$ cat src/rtl/seq_shifter.sv
// Iterative shifter/rotator: one single-bit step per clock.
// start/busy/done handshake with registered carry and zero flags.
module seq_shifter #(
    parameter int WIDTH = 16,
    parameter int AMT_W = $clog2(WIDTH)
) (
    input  logic             clk,
    input  logic             reset,
    input  logic             start,
    input  logic [WIDTH-1:0] in,
    input  logic [2:0]       op,
    input  logic [AMT_W-1:0] amt,
    output logic [WIDTH-1:0] sout,
    output logic             busy,
    output logic             done,
    output logic             carry,
    output logic             zero
);

    typedef enum logic [1:0] {
        IDLE  = 2'b00,
        SHIFT = 2'b01,
        DONE  = 2'b10
    } state_t;

    localparam logic [2:0] OP_LSL = 3'b001;
    localparam logic [2:0] OP_LSR = 3'b010;
    localparam logic [2:0] OP_ASR = 3'b011;
    localparam logic [2:0] OP_ROL = 3'b100;
    localparam logic [2:0] OP_ROR = 3'b101;

    state_t           state_q, state_d;
    logic [WIDTH-1:0] sout_q, sout_d;
    logic             carry_q, carry_d;
    logic             zero_q, zero_d;
    logic [2:0]       op_q, op_d;
    logic [AMT_W-1:0] count_q, count_d;

    logic [WIDTH-1:0] step_s;
    logic             step_c;
    logic             is_shift;

    assign is_shift = (op == OP_LSL) || (op == OP_LSR) ||
                      (op == OP_ASR) || (op == OP_ROL) ||
                      (op == OP_ROR);

    always_comb begin
        step_s = sout_q;
        step_c = 1'b0;
        case (op_q)
            OP_LSL: begin
                step_s = {sout_q[WIDTH-2:0], 1'b0};
                step_c = sout_q[WIDTH-1];
            end
            OP_LSR: begin
                step_s = {1'b0, sout_q[WIDTH-1:1]};
                step_c = sout_q[0];
            end
            OP_ASR: begin
                step_s = {sout_q[WIDTH-1], sout_q[WIDTH-1:1]};
                step_c = sout_q[0];
            end
            OP_ROL: begin
                step_s = {sout_q[WIDTH-2:0], sout_q[WIDTH-1]};
                step_c = sout_q[WIDTH-1];
            end
            OP_ROR: begin
                step_s = {sout_q[0], sout_q[WIDTH-1:1]};
                step_c = sout_q[0];
            end
            default: begin
                step_s = sout_q;
                step_c = 1'b0;
            end
        endcase
    end

    always_comb begin
        state_d = state_q;
        sout_d  = sout_q;
        carry_d = carry_q;
        zero_d  = zero_q;
        op_d    = op_q;
        count_d = count_q;
        case (state_q)
            IDLE, DONE: begin
                if (start) begin
                    sout_d  = in;
                    op_d    = op;
                    carry_d = 1'b0;
                    count_d = amt;
                    // Nothing to do: result is final at the accept edge
                    if (amt == '0 || !is_shift) begin
                        state_d = DONE;
                        zero_d  = (in == '0);
                    end else begin
                        state_d = SHIFT;
                        zero_d  = 1'b0;
                    end
                end else if (state_q == DONE) begin
                    state_d = IDLE;
                end
            end
            SHIFT: begin
                sout_d  = step_s;
                carry_d = step_c;
                count_d = count_q - AMT_W'(1);
                if (count_q == AMT_W'(1)) begin
                    state_d = DONE;
                    zero_d  = (step_s == '0);
                end
            end
            default: state_d = IDLE;
        endcase
    end

    always_ff @(posedge clk or posedge reset) begin
        if (reset) begin
            state_q <= IDLE;
            sout_q  <= '0;
            carry_q <= 1'b0;
            zero_q  <= 1'b0;
            op_q    <= '0;
            count_q <= '0;
        end else begin
            state_q <= state_d;
            sout_q  <= sout_d;
            carry_q <= carry_d;
            zero_q  <= zero_d;
            op_q    <= op_d;
            count_q <= count_d;
        end
    end

    assign sout  = sout_q;
    assign carry = carry_q;
    assign zero  = zero_q;
    assign busy  = (state_q == SHIFT);
    assign done  = (state_q == DONE);

endmodule

$ cat config.mk
export PLATFORM = sky130hd
export DESIGN_NAME = seq_shifter
export DESIGN_NICKNAME = d
export VERILOG_FILES = /design/src/rtl/seq_shifter.sv
export SDC_FILE = /design/constraint.sdc
export NUM_CORES = 1
export LEC_CHECK = 0
export ABC_AREA = 1
export CAP_MARGIN = 20
export CORE_MARGIN = 2
export CORE_UTILIZATION = 45
export DETAILED_ROUTE_END_ITERATION = 6
export PLACE_DENSITY_LB_ADDON = 0.12
export SLEW_MARGIN = 20
export SYNTH_ARGS = -nofsm -noshare
export SYNTH_HDL_FRONTEND = slang
export SYNTH_SLANG_ARGS = --single-unit
$ cat constraint.sdc
create_clock -name clk -period 2.19 [get_ports clk]
set_clock_uncertainty 0.1 [all_clocks]
set_input_delay 0.3285 -clock clk [delete_from_list [all_inputs] [get_ports clk]]
set_output_delay 0.3285 -clock clk [all_outputs]
set_load 0.01 [all_outputs]
==> results of run 1 <==
## cells by family after synthesis
logic type / after synthesis / share of synthesized area (%)
xor gates and xnor gates: 2 / 0.9744
DFF: 27 / 37.58
buffers and inverters: 38 / 9.185
adders and majority gates: 2 / 1.392
and+or+nand+nor: 142 / 34.17
AOI/OAI and AO/OA: 53 / 16.70
## area by class of cell
cell class	instances	area [um2]
clock buffer	4	45.04
fill	376	1404
inverter	26	97.59
multi-input combinational	199	964.7
sequential	27	676.9
tap	48	60.06
timing repair buffer	51	495.5
## power groups by stage
| stage | Sequential (uW) | Clock [uW] | Combinational, uW |
|---|---|---|---|
| global route | 1120 | 324 | 2750 |
| global placement | 1070 | 0 | 2380 |
| finish | 1080 | 290 | 2410 |
| detailed placement | 1080 | 0 | 2400 |
| CTS | 1070 | 298 | 2400 |
| floorplan | 1060 | 0 | 1650 |
## routing by layer
| metal | up-vias | track usage (%) | share of wire (%) |
|---|---|---|---|
| met4 | 0 | 6.888 | 1.5 |
| met5 | - | 0 | 0 |
| met1 | 821 | 30.79 | 44 |
| li1 | 959 | - | - |
| met3 | 8 | 2.667 | 7.1 |
| met2 | 65 | 38.12 | 47 |
## registers in the layout, indices dropped and copies added, names as in the netlist
register	flops
sout	16
count_q	4
zero	1
carry	1
state_q	2
op_q	3
## worst min-delay path, cell delays in order
cell and delay (ps):
sky130_fd_sc_hd__clkdlybuf4s50_1 390, sky130_fd_sc_hd__inv_1 50, sky130_fd_sc_hd__buf_4 320
## Yosys cell counts (all sizes together) (2+ instances only)
cell type / count / area, um2
nand2: 81 / 319.1
nand3: 32 / 170.2
dfrtp: 27 / 675.7
inv: 26 / 97.59
o21ai: 24 / 120.1
nor2: 23 / 88.84
a21oi: 20 / 103.9
buf: 6 / 45.04
clkbuf: 6 / 22.52
a22o: 2 / 17.52
ha: 2 / 25.02
nand4: 2 / 12.51
nor3: 2 / 10.01
o211ai: 2 / 15.01
o221ai: 2 / 17.52
o311ai: 2 / 17.52
## path summary, 6_finish.rpt
path	start	to	cells past startpoint
max in group asynchronous	reset	op_q[2]	3
max	op_q[2]	zero	9
max reg2reg	op_q[2]	zero	9
min in group clk	count_q[1]	count_q[1]	2
min	reset	count_q[1]	3
min reg2reg	count_q[1]	count_q[1]	2
## cell usage in the layout (no fill, tap or decap)
cell type,Yosys,final
sky130_fd_sc_hd__o311ai_0,2,2
sky130_fd_sc_hd__nor3b_1,1,1
sky130_fd_sc_hd__a41oi_1,1,1
sky130_fd_sc_hd__o211ai_1,2,2
sky130_fd_sc_hd__inv_2,4,4
sky130_fd_sc_hd__nand3_2,2,2
sky130_fd_sc_hd__ha_1,2,2
sky130_fd_sc_hd__clkbuf_8,0,3
sky130_fd_sc_hd__xor2_1,1,1
sky130_fd_sc_hd__dfrtp_1,27,26
sky130_fd_sc_hd__nand4_1,2,2
sky130_fd_sc_hd__xnor2_2,0,1
sky130_fd_sc_hd__nand3_1,30,30
sky130_fd_sc_hd__o21ai_0,24,24
sky130_fd_sc_hd__o221ai_1,2,2
sky130_fd_sc_hd__nor2_2,1,1
sky130_fd_sc_hd__nor2_1,22,22
sky130_fd_sc_hd__nand2_4,1,1
sky130_fd_sc_hd__clkdlybuf4s50_1,0,45
sky130_fd_sc_hd__a22o_1,2,2
sky130_fd_sc_hd__a21oi_2,1,1
sky130_fd_sc_hd__nand2_2,3,3
sky130_fd_sc_hd__nor3_1,2,2
sky130_fd_sc_hd__a21oi_1,19,19
sky130_fd_sc_hd__inv_1,22,22
sky130_fd_sc_hd__clkbuf_1,6,1
sky130_fd_sc_hd__nand2_1,77,77
sky130_fd_sc_hd__dfrtp_2,0,1
sky130_fd_sc_hd__buf_4,1,6
sky130_fd_sc_hd__nor4_1,1,1
## metrics by stage
stage / power, uW / setup slack (ps) / cell area [um2] / utilization, % / hold slack [ps]
final: 3775 / 334.1 / 2340 / 62.50 / 307.3
after floorplan: 2706 / 606.0 / 1798 / - / 281.2
after detailed placement: 3474 / 142.5 / 2286 / 61.06 / 382.1
after CTS: 3771 / 128.6 / 2331 / 62.27 / 318.1
after global placement: 3448 / 136.6 / 2286 / 61.06 / 377.1
after global routing: 4199 / 75.23 / 2340 / 62.50 / 365.1
==> tab_implementation.tex, run 1 <==
\begin{tabular}{lr}
\hline
Metric & Value \\
\hline
\multicolumn{2}{l}{\textbf{Run status}} \\
Run status & complete, no violations \\
\multicolumn{2}{l}{\textbf{STA}} \\
Final period utilization & 84.74\% \\
Max Clock Freq & 538.8 MHz \\
Final number of max-transition violations & 0 \\
Post-layout minimum cycle time & 1856 ps \\
Relative slew slack & 68.70\% \\
Setup repair after global routing missed its margin & false \\
Actual slew at the worst max-slew pin & 467.3 ps \\
Setup violation total in the final timing report & 0 \\
Final Hold Viols & 0 \\
Setup tns final & 0 ps \\
\multicolumn{2}{l}{\textbf{Placement}} \\
DP HPWL & 3.487 mm \\
Cell count after placement & 351 \\
RD Place Congestion & 0.8575 \\
Number of I/O port buffers & 45 \\
\multicolumn{2}{l}{\textbf{Floorplanning}} \\
Width of the die & 67.21 um \\
Effective utilization at floorplan & 48.03\% \\
Total number of placement rows & 22 \\
Die area & 4517 um2 \\
Die Y & 67.21 um \\
Core box area & 3744 um2 \\
Number of top-level pins & 46 \\
\multicolumn{2}{l}{\textbf{Finish}} \\
Relative area change from synthesis to final layout & 30.13\% \\
Final-stage net count & 336 \\
Number of cells in the finished layout apart from fillers & 355 \\
Antenna cell count & 0 \\
Ratio of cells with drive above 1 in the final layout & 7.492\% \\
\multicolumn{2}{l}{\textbf{Critical path}} \\
Buffers plus inverters on the worst setup path & 2 \\
Arr. time, crit path & 1970 ps \\
Critical-path maximum fanout & 12 \\
Critical Path Most Common Cell & sky130\_fd\_sc\_hd\_\_nand2\_1 \\
Critical Path Sink Type & flip-flop \\
Standard cell with the maximum stage delay on the critical path & sky130\_fd\_sc\_hd\_\_dfrtp\_2 \\
CP Class & flip-flop to flip-flop \\
Worst EP required & 2300 ps \\
Setup slack of the worst register-to-register path & 330 ps \\
Critical path cell sequence & inv\_2 > nand3\_2 > nand2\_1 > inv\_1 > a21oi\_1 > nand2\_1 > nor2\_1 > nand3\_1 > a21oi\_2 \\
CP startpoint kind & flip-flop \\
Delay contributed by the slowest stage of the critical path & 480 ps \\
Family with the most delay on the worst path & simple AND/OR/NAND/NOR gates \\
\multicolumn{2}{l}{\textbf{Global routing}} \\
Number of global-route vias before repair & 1816 \\
Maximum number of pins on one net before global-route repair & 28 \\
Aggregate global routing overflow & 0 \\
Antenna violations before repair & 0 \\
First-pass GRT wire length & 7.921 mm \\
All-Layer GR Usage & 22.75\% \\
\multicolumn{2}{l}{\textbf{Power and ir drop}} \\
Maximum vdd drop & 0.9435 mV \\
Pint & 1897 uW \\
Power per standard cell area & 1613 nW/um2 \\
Net Sw Frac & 49.75\% \\
Cell leakage power & 0.001079 uW \\
Clock network fraction of design power & 7.7\% \\
Comb power frac & 63.8\% \\
Relative contribution of sequential cells to total power & 28.6\% \\
Switching power summed over all nets & 1878 uW \\
\multicolumn{2}{l}{\textbf{Yosys}} \\
Async SR Flop Fraction & 100.0\% \\
Number of enable-type register cells in the synthesized netlist & 0 \\
Warning count from the yosys run & 0 \\
Summed instance area of the synthesized netlist & 1798 um2 \\
Sequential element share of the synthesized area & 37.58\% \\
Main flop type after synthesis & sky130\_fd\_sc\_hd\_\_dfrtp\_1 \\
Register bit count reported by yosys & 27 \\
Post-Synthesis Mean Instance Area & 6.811 um2 \\
Unique cell type count in the Yosys netlist & 29 \\
Net Count, Synth & 292 \\
Cells after Synth & 264 \\
\multicolumn{2}{l}{\textbf{Drt}} \\
DRC marker count from the first detailed-route iteration & 145 \\
Drt total wl & 4.687 mm \\
Detailed-route vias per instance & 5.220 \\
Via Count & 1853 \\
Post-route DRC & 0 \\
Count of nets left with antenna violations after detail routing & 0 \\
First-pass detailed-route iteration total & 4 \\
Routed length per instance & 13.20 um \\
\multicolumn{2}{l}{\textbf{CTS}} \\
Clk\_lat worst skew & 270 ps \\
H-Tree Level Count & 1 \\
CTS root buffer & sky130\_fd\_sc\_hd\_\_clkbuf\_8 \\
Number of setup buffers added after CTS & 0 \\
Clock transition at the register clock pins on the worst setup and hold paths after CTS & 90 ps \\
Number of clock sinks & 27 \\
Clock tree from TritonCTS & done \\
Post-CTS Resized & 0 \\
Clock buffers created by TritonCTS & 3 \\
Total of hold buffers inserted after clock tree synthesis & 0 \\
Buffer depth of the longest clock path & 2 \\
\multicolumn{2}{l}{\textbf{Min path}} \\
Hold crit path type & input port to async pin \\
\multicolumn{2}{l}{\textbf{Flow run}} \\
\# Max-Cap Violations & 0 \\
\hline
\end{tabular}
No activity file was read; power rests on OpenSTA's default activity.
==> run 2, diff against run 1 <==
--- a/config.mk
+++ b/config.mk
@@ -8,7 +8,7 @@
 export ABC_AREA = 1
 export CAP_MARGIN = 20
 export CORE_MARGIN = 2
-export CORE_UTILIZATION = 45
+export CORE_UTILIZATION = 44
 export DETAILED_ROUTE_END_ITERATION = 6
 export PLACE_DENSITY_LB_ADDON = 0.12
 export SLEW_MARGIN = 20
==> constraint.sdc (replaced) <==
create_clock -name clk -period 1.5 [get_ports clk]
set_clock_uncertainty 0.1 [all_clocks]
set_input_delay 0.225 -clock clk [delete_from_list [all_inputs] [get_ports clk]]
set_output_delay 0.225 -clock clk [all_outputs]
set_load 0.01 [all_outputs]
==> run 2 against run 1 <==
The flow now finishes with violations (negative setup slack); critical endpoint unchanged; die area increased by 2.1%; clock power increased by 52%; design area rose by 24%; setup slack got worse by 560 ps.
==> tab_implementation.tex, run 2 (same netlist as run 1, synthesis figures left out) <==
\begin{tabular}{lr}
\hline
Metric & Value \\
\hline
\multicolumn{2}{l}{\textbf{Run status}} \\
Run status & complete, but fails checks \\
Violations in the final reports & negative setup slack \\
\multicolumn{2}{l}{\textbf{Floorplanning}} \\
Total number of placement rows & 23 \\
Die area & 4614 um2 \\
Effective utilization at floorplan & 45.27\% \\
Width of the die & 67.93 um \\
Number of top-level pins & 46 \\
Die Y & 67.93 um \\
Core box area & 3971 um2 \\
\multicolumn{2}{l}{\textbf{STA}} \\
Final number of max-transition violations & 0 \\
Relative slew slack & 76.81\% \\
Actual slew at the worst max-slew pin & 343.3 ps \\
Final Hold Viols & 0 \\
Final worst-path setup slack & -227.3 ps \\
Max Clock Freq & 578.9 MHz \\
Final period utilization & 115.2\% \\
Setup violation total in the final timing report & 15 \\
Setup repair after global routing missed its margin & true \\
Post-layout minimum cycle time & 1727 ps \\
WHS & 174.6 ps \\
\multicolumn{2}{l}{\textbf{Power and ir drop}} \\
Power per standard cell area & 2520 nW/um2 \\
Maximum vdd drop & 1.533 mV \\
Cell leakage power & 0.001495 uW \\
Final total power & 7340 uW \\
\multicolumn{2}{l}{\textbf{CTS}} \\
Number of clock sinks & 27 \\
Clock transition at the register clock pins on the worst setup and hold paths after CTS & 110 ps \\
Clock buffers created by TritonCTS & 3 \\
Buffer depth of the longest clock path & 2 \\
Clk\_lat worst skew & 280 ps \\
CTS root buffer & sky130\_fd\_sc\_hd\_\_clkbuf\_8 \\
H-Tree Level Count & 1 \\
Clock tree from TritonCTS & done \\
\multicolumn{2}{l}{\textbf{Drt}} \\
DRC marker count from the first detailed-route iteration & 178 \\
First-pass detailed-route iteration total & 4 \\
Detailed-route vias per instance & 5.277 \\
Routed length per instance & 13.67 um \\
Count of nets left with antenna violations after detail routing & 0 \\
Post-route DRC & 0 \\
Drt total wl & 5.630 mm \\
Via Count & 2174 \\
\multicolumn{2}{l}{\textbf{Finish}} \\
Final std cell area, no fill & 2913 um2 \\
Relative area change from synthesis to final layout & 62.00\% \\
Final-stage net count & 391 \\
Top library cells by usage in the layout, fill and taps aside & sky130\_fd\_sc\_hd\_\_nand2\_1, sky130\_fd\_sc\_hd\_\_buf\_4, sky130\_fd\_sc\_hd\_\_clkdlybuf4s50\_1 \\
Commonest non-fill, non-tap cell in the layout & sky130\_fd\_sc\_hd\_\_nand2\_1 \\
Max reg flops & 16 \\
Ratio of cells with drive above 1 in the final layout & 29.83\% \\
Filler cell count in the final layout & 320 \\
Antenna cell count & 0 \\
\multicolumn{2}{l}{\textbf{Global routing}} \\
Maximum number of pins on one net before global-route repair & 28 \\
First-pass GRT wire length & 8.887 mm \\
Aggregate global routing overflow & 0 \\
Antenna violations before repair & 0 \\
All-Layer GR Usage & 25.32\% \\
Number of global-route vias before repair & 1938 \\
\multicolumn{2}{l}{\textbf{Placement}} \\
DP HPWL & 3.758 mm \\
Number of I/O port buffers & 45 \\
RD Place Congestion & 0.8182 \\
Cell area reported after detailed placement & 2579 um2 \\
\multicolumn{2}{l}{\textbf{Critical path}} \\
CP startpoint kind & flip-flop \\
Arr. time, crit path & 1850 ps \\
CP Class & flip-flop to flip-flop \\
Critical Path Sink Type & flip-flop \\
Critical-path maximum fanout & 5 \\
Worst EP required & 1620 ps \\
Reg2Reg Depth & 10 \\
\multicolumn{2}{l}{\textbf{Flow run}} \\
\# Max-Cap Violations & 0 \\
\multicolumn{2}{l}{\textbf{Min path}} \\
Hold crit path type & input port to async pin \\
\hline
\end{tabular}
==> run 2: layout make-up <==
class	count	area [um2]	area share, %
inverters	26	106.4	3.651
clock buffers	3	41.29	1.418
repair buffers	106	945.9	32.47
well taps	50	62.56	2.148
flip-flops and latches	27	681.9	23.41
multi-input cells	199	1070	36.73
clock inverters	1	5.005	0.1718
==> run 2: worst paths after layout <==
kind	to	slack [ps]	from
max reg2reg	zero	-230	op_q[1]
min reg2reg	count_q[1]	410	count_q[1]
max	zero	-230	op_q[1]
max in group asynchronous	op_q[2]	940	reset
min	count_q[3]	170	reset
min in group clk	count_q[1]	410	count_q[1]
==> run 2: report_power, final <==
group	leakage [uW]	internal [uW]	switching (uW)	total [uW]
Sequential	0.000322	1110	289	1400
Combinational	0.00115	2600	2890	5500
Clock	0.0000255	187	253	440
Total	0.00150	3900	3440	7340
==> run 2: what timing repair did <==
action,4_1_cts,5_1_grt
setup endpoints to repair,38,28
resized for setup,33,30
pin swaps,1,6
hold endpoints to repair,0,0
gates cloned,0,1
setup buffers,17,2
hold buffers,0,0
==> run 2: metrics by stage <==
| stage | std cells | setup slack, ps | util (%) | TNS [ps] |
|---|---|---|---|---|
| 5_1_grt | 412 | -326.4 | 73.35 | -2644 |
| 3_5_place_dp | 388 | -313.3 | 64.93 | -2238 |
| 6_report | 412 | -227.3 | 73.35 | -820.2 |
| 3_3_place_gp | 388 | -257.4 | 64.93 | -1369 |
| 2_1_floorplan | 264 | -1.786 | - | -1.786 |
| 4_1_cts | 409 | -181.1 | 70.51 | -834.2 |
==> run 2: layer usage <==
layer / wire [um] / share of wire (%) / vias up / global-route usage, %
met3: 396 / 7.0 / 8 / 2.632
met5: 0 / 0 / - / 0
met1: 2357 / 42 / 1010 / 33.82
met4: 78 / 1.4 / 0 / 6.250
li1: - / - / 1068 / -
met2: 2797 / 50 / 88 / 43.81
==> run 2: critical path, cell delays in order, from the launching register on <==
cell and delay [ps]:
sky130_fd_sc_hd__dfrtp_2 480, sky130_fd_sc_hd__inv_4 100, sky130_fd_sc_hd__nand3_4 130, sky130_fd_sc_hd__buf_6 170, sky130_fd_sc_hd__nand3_1 90, sky130_fd_sc_hd__nand3_2 80
sky130_fd_sc_hd__nor2_2 130, sky130_fd_sc_hd__nand2_1 70, sky130_fd_sc_hd__nor2_1 100, sky130_fd_sc_hd__nand3_1 110, sky130_fd_sc_hd__a21oi_2 130
==> run 3, diff against run 2 <==
--- a/config.mk
+++ b/config.mk
@@ -5,13 +5,11 @@
 export SDC_FILE = /design/constraint.sdc
 export NUM_CORES = 1
 export LEC_CHECK = 0
-export ABC_AREA = 1
 export CAP_MARGIN = 20
 export CORE_MARGIN = 2
-export CORE_UTILIZATION = 44
+export CORE_UTILIZATION = 45
 export DETAILED_ROUTE_END_ITERATION = 6
 export PLACE_DENSITY_LB_ADDON = 0.12
-export SLEW_MARGIN = 20
 export SYNTH_ARGS = -nofsm -noshare
 export SYNTH_HDL_FRONTEND = slang
 export SYNTH_SLANG_ARGS = --single-unit
==> run 3 against run 2 <==
The run still ends with negative setup slack left; flip-flop and latch count stayed put; fmax decreased by 16%; sequential share of layout area fell by 3.7 points; register-to-register slack got worse by 320 ps; wire length grew 28%; clock-buffer cell count unchanged; area after synthesis is 16% higher; critical path type unchanged; worst hold slack improved by 21 ps; sequential power increased by 11%; synthesized cell count stayed put; global-route usage increased by 2.7 points; first-iteration DRC count rose by 23%.
==> tab_implementation.tex, run 3 <==
\begin{tabular}{lr}
\hline
Metric & Value \\
\hline
\multicolumn{2}{l}{\textbf{CTS}} \\
Clock transition at the register clock pins on the worst setup and hold paths after CTS & 110 ps \\
Buffer depth of the longest clock path & 2 \\
H-Tree Level Count & 1 \\
Total of hold buffers inserted after clock tree synthesis & 0 \\
Clock tree from TritonCTS & done \\
Number of clock sinks & 27 \\
Clock buffers created by TritonCTS & 3 \\
Clk\_lat worst skew & 290 ps \\
CTS root buffer & sky130\_fd\_sc\_hd\_\_clkbuf\_8 \\
\multicolumn{2}{l}{\textbf{Global routing}} \\
Maximum number of pins on one net before global-route repair & 29 \\
Antenna violations before repair & 0 \\
All-Layer GR Usage & 28.03\% \\
Number of global-route vias before repair & 2401 \\
Aggregate global routing overflow & 0 \\
First-pass GRT wire length & 11.44 mm \\
\multicolumn{2}{l}{\textbf{Yosys}} \\
Share of the synthesized area in the top cell type & 32.51\% \\
Main flop type after synthesis & sky130\_fd\_sc\_hd\_\_dfrtp\_1 \\
Leading area contributor after synthesis & sky130\_fd\_sc\_hd\_\_dfrtp\_1 \\
Number of enable-type register cells in the synthesized netlist & 0 \\
Most used standard cells in the synthesized netlist & sky130\_fd\_sc\_hd\_\_nand2\_1, sky130\_fd\_sc\_hd\_\_dfrtp\_1, sky130\_fd\_sc\_hd\_\_nor2\_1 \\
Async SR Flop Fraction & 100.0\% \\
Sequential element share of the synthesized area & 32.51\% \\
Register bit count reported by yosys & 27 \\
Summed instance area of the synthesized netlist & 2078 um2 \\
Cells after Synth & 264 \\
Net Count, Synth & 292 \\
Unique cell type count in the Yosys netlist & 46 \\
Most common cell in the synthesized netlist & sky130\_fd\_sc\_hd\_\_nand2\_1 \\
Post-Synthesis Mean Instance Area & 7.872 um2 \\
Warning count from the yosys run & 0 \\
Largest cells by area after synthesis & sky130\_fd\_sc\_hd\_\_dfrtp\_1, sky130\_fd\_sc\_hd\_\_nand2\_1, sky130\_fd\_sc\_hd\_\_a31oi\_1 \\
\multicolumn{2}{l}{\textbf{Finish}} \\
Area of combinational cells with multiple inputs & 1430 um2 \\
Max reg flops & 16 \\
Antenna cell count & 0 \\
Final-stage net count & 414 \\
Filler cell count in the final layout & 313 \\
Final core utilization & 77.83\% \\
Register cell area after layout & 678.2 um2 \\
Top library cells by usage in the layout, fill and taps aside & sky130\_fd\_sc\_hd\_\_buf\_4, sky130\_fd\_sc\_hd\_\_nand2\_1, sky130\_fd\_sc\_hd\_\_clkdlybuf4s50\_1 \\
Ratio of cells with drive above 1 in the final layout & 37.66\% \\
Commonest non-fill, non-tap cell in the layout & sky130\_fd\_sc\_hd\_\_buf\_4 \\
Relative area change from synthesis to final layout & 65.32\% \\
\multicolumn{2}{l}{\textbf{Critical path}} \\
CP startpoint kind & flip-flop \\
Setup slack of the worst register-to-register path & -550 ps \\
Arr. time, crit path & 2160 ps \\
Reg-to-reg critical path endpoint & zero \\
Critical Path Sink Type & flip-flop \\
Worst EP required & 1610 ps \\
Critical-path maximum fanout & 6 \\
Reg2Reg Depth & 8 \\
Startpoint of the lowest-slack register-to-register path & op\_q[2] \\
CP Class & flip-flop to flip-flop \\
\multicolumn{2}{l}{\textbf{STA}} \\
Final period utilization & 136.7\% \\
Actual slew at the worst max-slew pin & 457.5 ps \\
Setup repair after global routing missed its margin & true \\
Post-layout minimum cycle time & 2050 ps \\
Max Clock Freq & 487.7 MHz \\
Final worst-path setup slack & -550.3 ps \\
Final number of max-transition violations & 0 \\
Relative slew slack & 69.22\% \\
Final Hold Viols & 0 \\
Setup violation total in the final timing report & 18 \\
WHS & 195.5 ps \\
\multicolumn{2}{l}{\textbf{Floorplanning}} \\
Core box area & 4414 um2 \\
Die Y & 71.96 um \\
Die area & 5178 um2 \\
Number of top-level pins & 46 \\
Width of the die & 71.96 um \\
Effective utilization at floorplan & 47.08\% \\
Total number of placement rows & 24 \\
\multicolumn{2}{l}{\textbf{Run status}} \\
Violations in the final reports & negative setup slack \\
Run status & complete, but fails checks \\
\multicolumn{2}{l}{\textbf{Drt}} \\
Via Count & 2505 \\
DRC marker count from the first detailed-route iteration & 219 \\
Routed length per instance & 16.45 um \\
Detailed-route vias per instance & 5.732 \\
Drt total wl & 7.189 mm \\
Post-route DRC & 0 \\
Count of nets left with antenna violations after detail routing & 0 \\
First-pass detailed-route iteration total & 5 \\
\multicolumn{2}{l}{\textbf{Placement}} \\
Setup slack at placement & -646.9 ps \\
DP HPWL & 4.913 mm \\
Number of I/O port buffers & 45 \\
RD Place Congestion & 0.8922 \\
\multicolumn{2}{l}{\textbf{Min path}} \\
Hold crit path type & input port to async pin \\
\multicolumn{2}{l}{\textbf{Power and ir drop}} \\
Cell leakage power & 0.001559 uW \\
Power per standard cell area & 2613 nW/um2 \\
Maximum vdd drop & 1.636 mV \\
Final total power & 8977 uW \\
\multicolumn{2}{l}{\textbf{Flow run}} \\
\# Max-Cap Violations & 0 \\
\hline
\end{tabular}
[run 3: changes by cell type in the layout (fill, tap and decap cells not counted), sizes merged, moves of 12 or more]
| cell | previous run | this run |
|---|---|---|
| a21oi | 20 | 4 |
| a31oi | 0 | 15 |
| buf | 62 | 93 |
| inv | 25 | 5 |
| mux2 | 0 | 12 |
| nand2 | 81 | 67 |
| nand3 | 32 | 4 |
| nor2b | 0 | 14 |
[run 3: routing by layer]
layer,share of wire (%),track usage (%)
met3,5.9,2.917
met5,0,0
met2,48,44.34
met4,1.5,7.757
met1,44,41.07
[run 3: cell families (layout without fill, tap and decap cells)]
family	Yosys count	in the layout	synth area share (%)
XOR/XNOR	2	2	0.8430
buffers and inverters	25	146	6.200
multiplexers	18	18	9.934
flip-flops	27	27	32.51
AO/OA/AOI/OAI	64	64	21.13
adder cells (fa/ha/maj)	2	2	1.204
AND/OR/NAND/NOR	126	126	28.18
[run 3: how the worst max path moves through the flow]
stage,start,to,slack [ps],cells past startpoint
floorplan,op_q[2],zero,-260,7
global placement,in[2],zero,-620,5
detailed placement,in[2],zero,-650,5
CTS,op_q[2],zero,-460,7
global route,op_q[2],zero,-660,7
finish,op_q[2],zero,-550,8
[run 3: timing repair]
action                     4_1_cts  5_1_grt
gates resized for setup         57       33
buffers inserted                13        3
setup endpoints to repair       38       29
gates cloned                     1        0
pin swaps                       16        6
[run 3: critical path, cell delays in order, from the launching register on]
cell and delay (ps):
sky130_fd_sc_hd__dfrtp_2 490, sky130_fd_sc_hd__buf_4 180, sky130_fd_sc_hd__buf_16 130, sky130_fd_sc_hd__and3_1 180
sky130_fd_sc_hd__a221oi_2 230, sky130_fd_sc_hd__o21ai_2 110, sky130_fd_sc_hd__nor4_2 270, sky130_fd_sc_hd__nand4_1 130
sky130_fd_sc_hd__a31oi_1 150
[run 3: area by class of cell]
type	instances	share of cell area [%]
well taps	52	1.894
repair buffers	136	34.63
clock inverters	1	0.2185
inverters	6	0.6919
flip-flops and latches	27	19.74
multi-input cells	212	41.62
clock buffers	3	1.202
[run 3: where the power goes]
| part | total, uW | internal, uW | switching, uW |
|---|---|---|---|
| Sequential | 1550 | 1120 | 432 |
| Combinational | 6970 | 3660 | 3310 |
| Clock | 454 | 190 | 264 |
[run 3: per-stage QoR]
step           instances  TNS (ps)  cell area [um2]
2_1_floorplan        264    -301.2             2093
3_3_place_gp         418     -7362             3097
3_5_place_dp         418     -7420             3097
4_1_cts              434     -4033             3353
5_1_grt              437     -6596             3436
6_report             437     -5019             3436
